<file path="config.mk">
export PLATFORM = sky130hd
export DESIGN_NAME = seq_frame_tx
export DESIGN_NICKNAME = d
export VERILOG_FILES = /design/src/rtl/seq_pkg.sv /design/src/rtl/seq_piso_shreg.sv /design/src/rtl/seq_frame_tx.sv
export SDC_FILE = /design/constraint.sdc
export NUM_CORES = 1
export LEC_CHECK = 0
export CAP_MARGIN = 20
export CORE_MARGIN = 2
export CORE_UTILIZATION = 55
export CTS_BUF_LIST = sky130_fd_sc_hd__clkbuf_4 sky130_fd_sc_hd__clkbuf_8 sky130_fd_sc_hd__clkbuf_16
export CTS_CLUSTER_DIAMETER = 120
export CTS_CLUSTER_SIZE = 12
export DETAILED_ROUTE_END_ITERATION = 12
export PLACE_DENSITY = 0.79
export SLEW_MARGIN = 20
export SYNTH_ARGS = -nofsm -noshare
export SYNTH_HDL_FRONTEND = slang
export SYNTH_HIERARCHICAL = 1
export SYNTH_SLANG_ARGS = --single-unit
</file>
<file path="constraint.sdc">
create_clock -name clk -period 3.2 [get_ports clk]
set_input_delay 0.64 -clock clk [delete_from_list [all_inputs] [get_ports clk]]
set_output_delay 0.64 -clock clk [all_outputs]
set_load 0.05 [all_outputs]
</file>
<file path="src/rtl/seq_pkg.sv">
// seq_pkg: shared types, sync preamble defaults and parity helper for the sequence link.
package seq_pkg;

    typedef enum logic [2:0] {IDLE, SYNC, DATA, PAR, GAP} state_t;

    localparam int SYNC_W_DEF = 4;
    localparam logic [SYNC_W_DEF-1:0] SYNC_PAT_DEF = 4'b1101;

    function automatic logic even_parity(input logic [31:0] w);
        return ^w;
    endfunction

endpackage

</file>
<file path="src/rtl/seq_piso_shreg.sv">
// seq_piso_shreg: parallel-load, MSB-first shift register with load and shift enables.
module seq_piso_shreg #(
    parameter int W = 8
) (
    input  logic         clk,
    input  logic         rst,
    input  logic         load,
    input  logic         shift,
    input  logic [W-1:0] d,
    output logic         msb
);

    logic [W-1:0] q;

    always_ff @(posedge clk) begin
        if (rst) q <= '0;
        else if (load) q <= d;
        else if (shift) q <= q << 1;
    end

    assign msb = q[W-1];

endmodule

</file>
<file path="src/rtl/seq_frame_tx.sv">
// seq_frame_tx: serial frame transmitter, sync preamble + MSB-first payload + idle gap.
// Define SEQ_FRAME_TX_PARITY_EN to append an even-parity bit after the payload.
module seq_frame_tx import seq_pkg::*; #(
    parameter int                DATA_W   = 8,
    parameter int                SYNC_W   = SYNC_W_DEF,
    parameter logic [SYNC_W-1:0] SYNC_PAT = SYNC_PAT_DEF,
    parameter int                GAP_LEN  = 2
) (
    input  logic              clk,
    input  logic              rst,
    input  logic [DATA_W-1:0] tx_data,
    input  logic              tx_valid,
    output logic              tx_ready,
    output logic              dout,
    output logic              dout_en,
    output logic              frame_done
);

    localparam int MAX_SD  = (SYNC_W > DATA_W) ? SYNC_W : DATA_W;
    localparam int MAX_LEN = (MAX_SD > GAP_LEN) ? MAX_SD : GAP_LEN;
    localparam int CNT_W   = $clog2(MAX_LEN + 1);

    state_t            state, state_n;
    logic [CNT_W-1:0]  cnt, cnt_n;
    logic [SYNC_W-1:0] sync_bits;
    logic              accept, data_msb, par_bit;
    logic              dout_n, dout_en_n, done_n;

    assign tx_ready = (state == IDLE) && !rst;
    assign accept   = tx_valid && tx_ready;

    // The payload shifts on every edge that leaves the register holding the next DATA bit.
    seq_piso_shreg #(.W(DATA_W)) u_shreg (
        .clk   (clk),
        .rst   (rst),
        .load  (accept),
        .shift (state_n == DATA),
        .d     (tx_data),
        .msb   (data_msb)
    );

`ifdef SEQ_FRAME_TX_PARITY_EN
    always_ff @(posedge clk) begin
        if (rst) par_bit <= 1'b0;
        else if (accept) par_bit <= even_parity(32'(tx_data));
    end
`else
    assign par_bit = 1'b0;
`endif

    always_comb begin
        state_n = state;
        cnt_n   = cnt;
        case (state)
            IDLE: begin
                if (tx_valid) begin
                    state_n = SYNC;
                    cnt_n   = CNT_W'(SYNC_W - 1);
                end
            end
            SYNC: begin
                state_n = (cnt == '0) ? DATA : SYNC;
                cnt_n   = (cnt == '0) ? CNT_W'(DATA_W - 1) : cnt - 1'b1;
            end
            DATA: begin
`ifdef SEQ_FRAME_TX_PARITY_EN
                state_n = (cnt == '0) ? PAR : DATA;
                cnt_n   = (cnt == '0) ? '0 : cnt - 1'b1;
`else
                state_n = (cnt == '0) ? GAP : DATA;
                cnt_n   = (cnt == '0) ? CNT_W'(GAP_LEN - 1) : cnt - 1'b1;
`endif
            end
`ifdef SEQ_FRAME_TX_PARITY_EN
            PAR: begin
                state_n = GAP;
                cnt_n   = CNT_W'(GAP_LEN - 1);
            end
`endif
            GAP: begin
                state_n = (cnt == '0) ? IDLE : GAP;
                cnt_n   = (cnt == '0) ? '0 : cnt - 1'b1;
            end
            default: begin
                state_n = IDLE;
                cnt_n   = '0;
            end
        endcase
        // Line outputs are registered alongside the state, so they are derived from the next state.
        sync_bits = SYNC_PAT >> cnt_n;
        dout_n    = (state_n == SYNC) ? sync_bits[0] :
                    (state_n == DATA) ? data_msb :
                    (state_n == PAR)  ? par_bit : 1'b0;
        dout_en_n = (state_n == SYNC) || (state_n == DATA) || (state_n == PAR);
        done_n    = (state_n == GAP) && (state != GAP);
    end

    always_ff @(posedge clk) begin
        if (rst) begin
            state      <= IDLE;
            cnt        <= '0;
            dout       <= 1'b0;
            dout_en    <= 1'b0;
            frame_done <= 1'b0;
        end else begin
            state      <= state_n;
            cnt        <= cnt_n;
            dout       <= dout_n;
            dout_en    <= dout_en_n;
            frame_done <= done_n;
        end
    end

endmodule

</file>
# Word level (Yosys, flattened, before mapping)
# Cells that the tools add are included.
# Widths: inputs -> output; s select.
classes:
  shift: 1
  n_mux: 14
  eq_ne: 8
  add_sub_neg: 1
  n_reduce_logical: 9
ops:
  columns: ["cell", "n"]
  rows:
  - ["$mux 4", 4]
  - ["$mux 8", 2]
  - ["$pmux 4 s4", 1]
  - ["$pmux 3 s4", 1]
  - ["$eq 3x2->1 const B", 3]
  - ["$mux 3", 3]
  - ["$eq 3x1->1 const B", 2]
  - ["$eq 3x3->1 const B", 2]
  - ["$logic_not 4->1", 1]
  - ["$shr 4x4->1 const A", 1]
  - ["$sub 4x1->4 const B", 1]
  - ["$logic_and 1x1->1", 3]
  - ["$logic_not 3->1", 1]
  - ["$ne 3x3->1 const B", 1]
  - ["$logic_or 1x1->1", 2]
  - ["$mux 1", 2]
  - ["$mux 2", 1]
  - ["$reduce_bool 2->1", 1]
  - ["$logic_not 1->1", 1]
totals:
  inputBits: 11
  register_bits: 18

# Depth between registers and ports, before layout
depth:
  ltp_word: 6
  ltp_mapped: 9

# By module
# Netlist, hierarchy kept.
by_module_without_submodules:
  columns: ["module", "n_inst", "seq_area_each_um2", "area_each_um2", "cells_per_inst"]
  rows:
  - ["seq_frame_tx", 1, 200.2, 630.6, 81]
  - ["seq_piso_shreg", 1, 160.2, 369.1, 35]

# Worst setup path before layout
# OpenSTA, ideal clock, no wires.
synth_timing:
  path_type: "input-to-reg"
  startpoint: "in rst"
  endpoint: "reg u_shreg.q[1]"
  slack_ns: 0.134
  t_arrival_ns: 2.980
  path_buffers: 1
  required_time_ns: 3.114
  setup_ns: 0.086
  stages: 5
  cell_sequence: "clkbuf_2 > nor4_1 > and2_1 > inv_1 > a211oi_1"
synth_via:
  elab_chain_len: 4
  elab_cells_between_ends: 5
  cone_classes: "mux (1); reduce/logical (4)"
synth_lines:
  columns: ["item", "line_no", "rtl"]
  rows:
  - ["start, declared", "seq_frame_tx.sv:10", "input logic rst,"]
  - ["$logic_not 1->1 *", "seq_frame_tx.sv:29", "assign tx_ready = (state == IDLE) && !rst;"]
  - ["$logic_and 1x1->1 *", "seq_frame_tx.sv:29", null]
  - ["named net tx_ready", "seq_frame_tx.sv:13", "output logic tx_ready,"]
  - ["$logic_and 1x1->1 *", "seq_frame_tx.sv:30", "assign accept = tx_valid && tx_ready;"]
  - ["named net accept", "seq_frame_tx.sv:26", "logic accept, data_msb, par_bit;"]
  - ["$mux 8 / $reduce_bool 2->1 (equally long branches)", null, null]
  - ["end signal, assigned", "seq_piso_shreg.sv:18", "else if (shift) q <= q << 1;"]
  - ["end, declared", "seq_piso_shreg.sv:13", "logic [W-1:0] q;"]
# Mark *: on every way through the listed nets, which the timed path passes. The rest lies on a longest branch.
# A chain may end at the register's enable or synchronous reset.

# Worst setup path in the final report
layout_timing:
  startpoint: "in rst"
  endpoint: "out tx_ready"
layout_via:
  elab_chain_len: 2
layout_lines:
  columns: ["item", "line_no"]
  rows:
  - ["$logic_not 1->1", "seq_frame_tx.sv:29"]
  - ["$logic_and 1x1->1", "seq_frame_tx.sv:29"]
  - ["end, declared", "seq_frame_tx.sv:13"]
# Every way passes these cells.

==> flow_summary.ini <==
[setup_path]
worst-path-buf-inv = 2
critical_path.max_stage_delay_ns = 0.50
cp_cell_sequence = clkdlybuf4s50_1, nor4_1, buf_12
crit_arrival_ns = 1.79
critPathKind = in2out
critPathLaunchType = input pin
critPathCaptureType = primary output
crit_family = buffers and inverters
slowest_stage = nor4_1
crit_required_ns = 2.56
worstPathMaxFanout = 2

[placed_design]
dp_hpwl_um = 1540
pre_cts_slack_ns = 0.709
placed_cell_area_um2 = 1120
portBuffers = 14
gp_congestion = 0.877

[clock_network]
cts_buffers = 3
clock_path_buffers = 2
postCtsSetupRepairBufs = 0
clock-root-buffer = clkbuf_4
cts_tree = yes
holdBufCountCts = 0
post_cts_resize_count = 0
h-tree-depth = 1
clk_latency_ns = 0.30
clock_sinks = 18
clk_pin_slew_ns = 0.10

[final_layout]
seqCellArea_um2 = 360
multi_input_area_um2 = 561
drive_gt1_share_pct = 8.73
num-fill-cells = 159
antennaDiodeCount = 0
synthToLayoutAreaGrowth_pct = 15.8
nNetsFinal = 138
final_area_um2 = 1160

[synth]
yosysSeqAreaShare_pct = 36.0
synth.top_cells.by_count = dfxtp_1, nor2_1, mux2i_1, nor2b_1, a211oi_1
synth_cell_types = 38
avgSynthCellArea_um2 = 8.62
synthTopCellsByArea = dfxtp_1, mux2i_1, nor2_1
synth-warning-count = 6
syn-num-nets = 127
synth_edf_count = 0
synth_area_um2 = 1000
synth_top_cell_by_area = dfxtp_1
synthArstFlopShare_pct = 0
synth_top_area_share_pct = 36.0
synthCells = 116
yosys_most_used_dff = dfxtp_1
synth_seq_cells = 18
yosysMostFrequentCell = dfxtp_1

[floorplanning]
die_area_um2 = 2170
core-area_um2 = 1730
io_pins = 15
die_y_um = 46.6
row_count = 15
die_x_um = 46.6
start_util_pct = 57.9

[grt]
gr-usage-met1_pct = 33.8
grt_pass1_wl_um = 3600
grt_use_met3_pct = 7.06
grt_max_degree = 18
gr-total-overflow = 0
use_met2_pct = 33.9
grt_usage_pct = 23.8
busiest_layer = met2
antenna_found_initial = 0
grt_pass1_vias = 795

[sta]
rsz0062_at_grt = no
timing.fmax_mhz = 412
max_slew_margin_pct = 43.9
finalSetupViolations = 0
fin_skew_ns = 0.00984
finalHoldViolations = 0
setup_slack_ns = 0.772
holdWs_ns = 0.537
period_needed_ns = 2.43
drv_slew = 0
tightest_slew_ns = 0.839
setup_tns_ns = 0
period_share_pct = 75.9

[power_and_ir_drop]
peakVddDrop_mv = 0.382
p_leak_nw = 0.410
power_density_nw_per_um2 = 601

[drt]
drt-total-wl_um = 2120
wl_per_cell_um = 14.0
drc_errors = 0
drt_iter0_markers = 59
antenna_left = 0
viasPerCell = 5.72
num_vias = 864
dr.pass1.iters = 4

[status]
outcome = completed

[worst_hold_path]
hold_class = reg2reg

[job]
drv_cap = 0
final timing paths:
path              cells past startpoint  slack (ns)          from      endpoint
hold / removal                        1        0.54  u_shreg/q[7]          dout
setup / recovery                      3        0.77           rst      tx_ready
hold reg to reg                       1        0.54  u_shreg/q[7]          dout
setup reg to reg                      5        0.90      state[0]  u_shreg/q[2]
cells by family after synthesis:
| group | synth area share, % |
|---|---|
| XOR/XNOR | 1.75 |
| AO/OA/AOI/OAI | 20.9 |
| buffers and inverters | 7.88 |
| flip-flops | 36.0 |
| multiplexers | 8.01 |
| AND/OR/NAND/NOR | 25.4 |
per-stage QoR:
step,utilization (%),cells,power [mW]
2_1_floorplan,-,116,0.503
3_3_place_gp,64.9,147,0.549
3_5_place_dp,64.9,147,0.560
4_1_cts,67.0,151,0.694
5_1_grt,67.0,151,0.741
6_report,67.0,151,0.696
worst register-to-register path: cells and delay by family (launching register included):
kind	cells	cell delay (ns)
flops	1	0.72
mux	1	0.17
simple gates	2	0.94
compound gates	2	0.38
metal layers:
metal | wire (µm) | up-vias
met5 | 0 | -
met4 | 32 | 0
met3 | 150 | 5
met2 | 981 | 33
met1 | 949 | 389
li1 | - | 437
cell type report:
type	count	share of cell area, %
clock buffers	4	3.14
inverters	3	0.973
multi-input cells	86	48.4
flip-flops and latches	18	31.1
well taps	25	2.70
repair buffers	15	13.6
report_power, final:
part | leakage (nW) | switching [mW] | internal [mW]
registers | 0.148 | 0.0442 | 0.256
clock network | 0.0210 | 0.0685 | 0.0694
logic | 0.241 | 0.141 | 0.117
flip-flops by register name, summed over array words and instances (netlist names):
signal and count:
frame_done 1, cnt 4, dout 1, u_shreg/q 8
dout_en 1, state 3
placed cells by master, fill, tap and decap left out, types with 2 or more instances in the layout:
cell | Yosys | layout
nor2_1 | 17 | 17
mux2i_1 | 8 | 8
o21bai_1 | 2 | 2
a22oi_1 | 3 | 3
a21oi_1 | 5 | 5
and2_1 | 2 | 2
inv_1 | 3 | 3
nor3_1 | 5 | 5
o21ai_0 | 3 | 3
clkbuf_4 | 0 | 3
nor2b_1 | 8 | 8
nand2_1 | 5 | 5
a32oi_1 | 2 | 2
clkdlybuf4s50_1 | 0 | 13
dfxtp_1 | 18 | 18
a211oi_1 | 7 | 7
(Power assumes the default switching activity.)
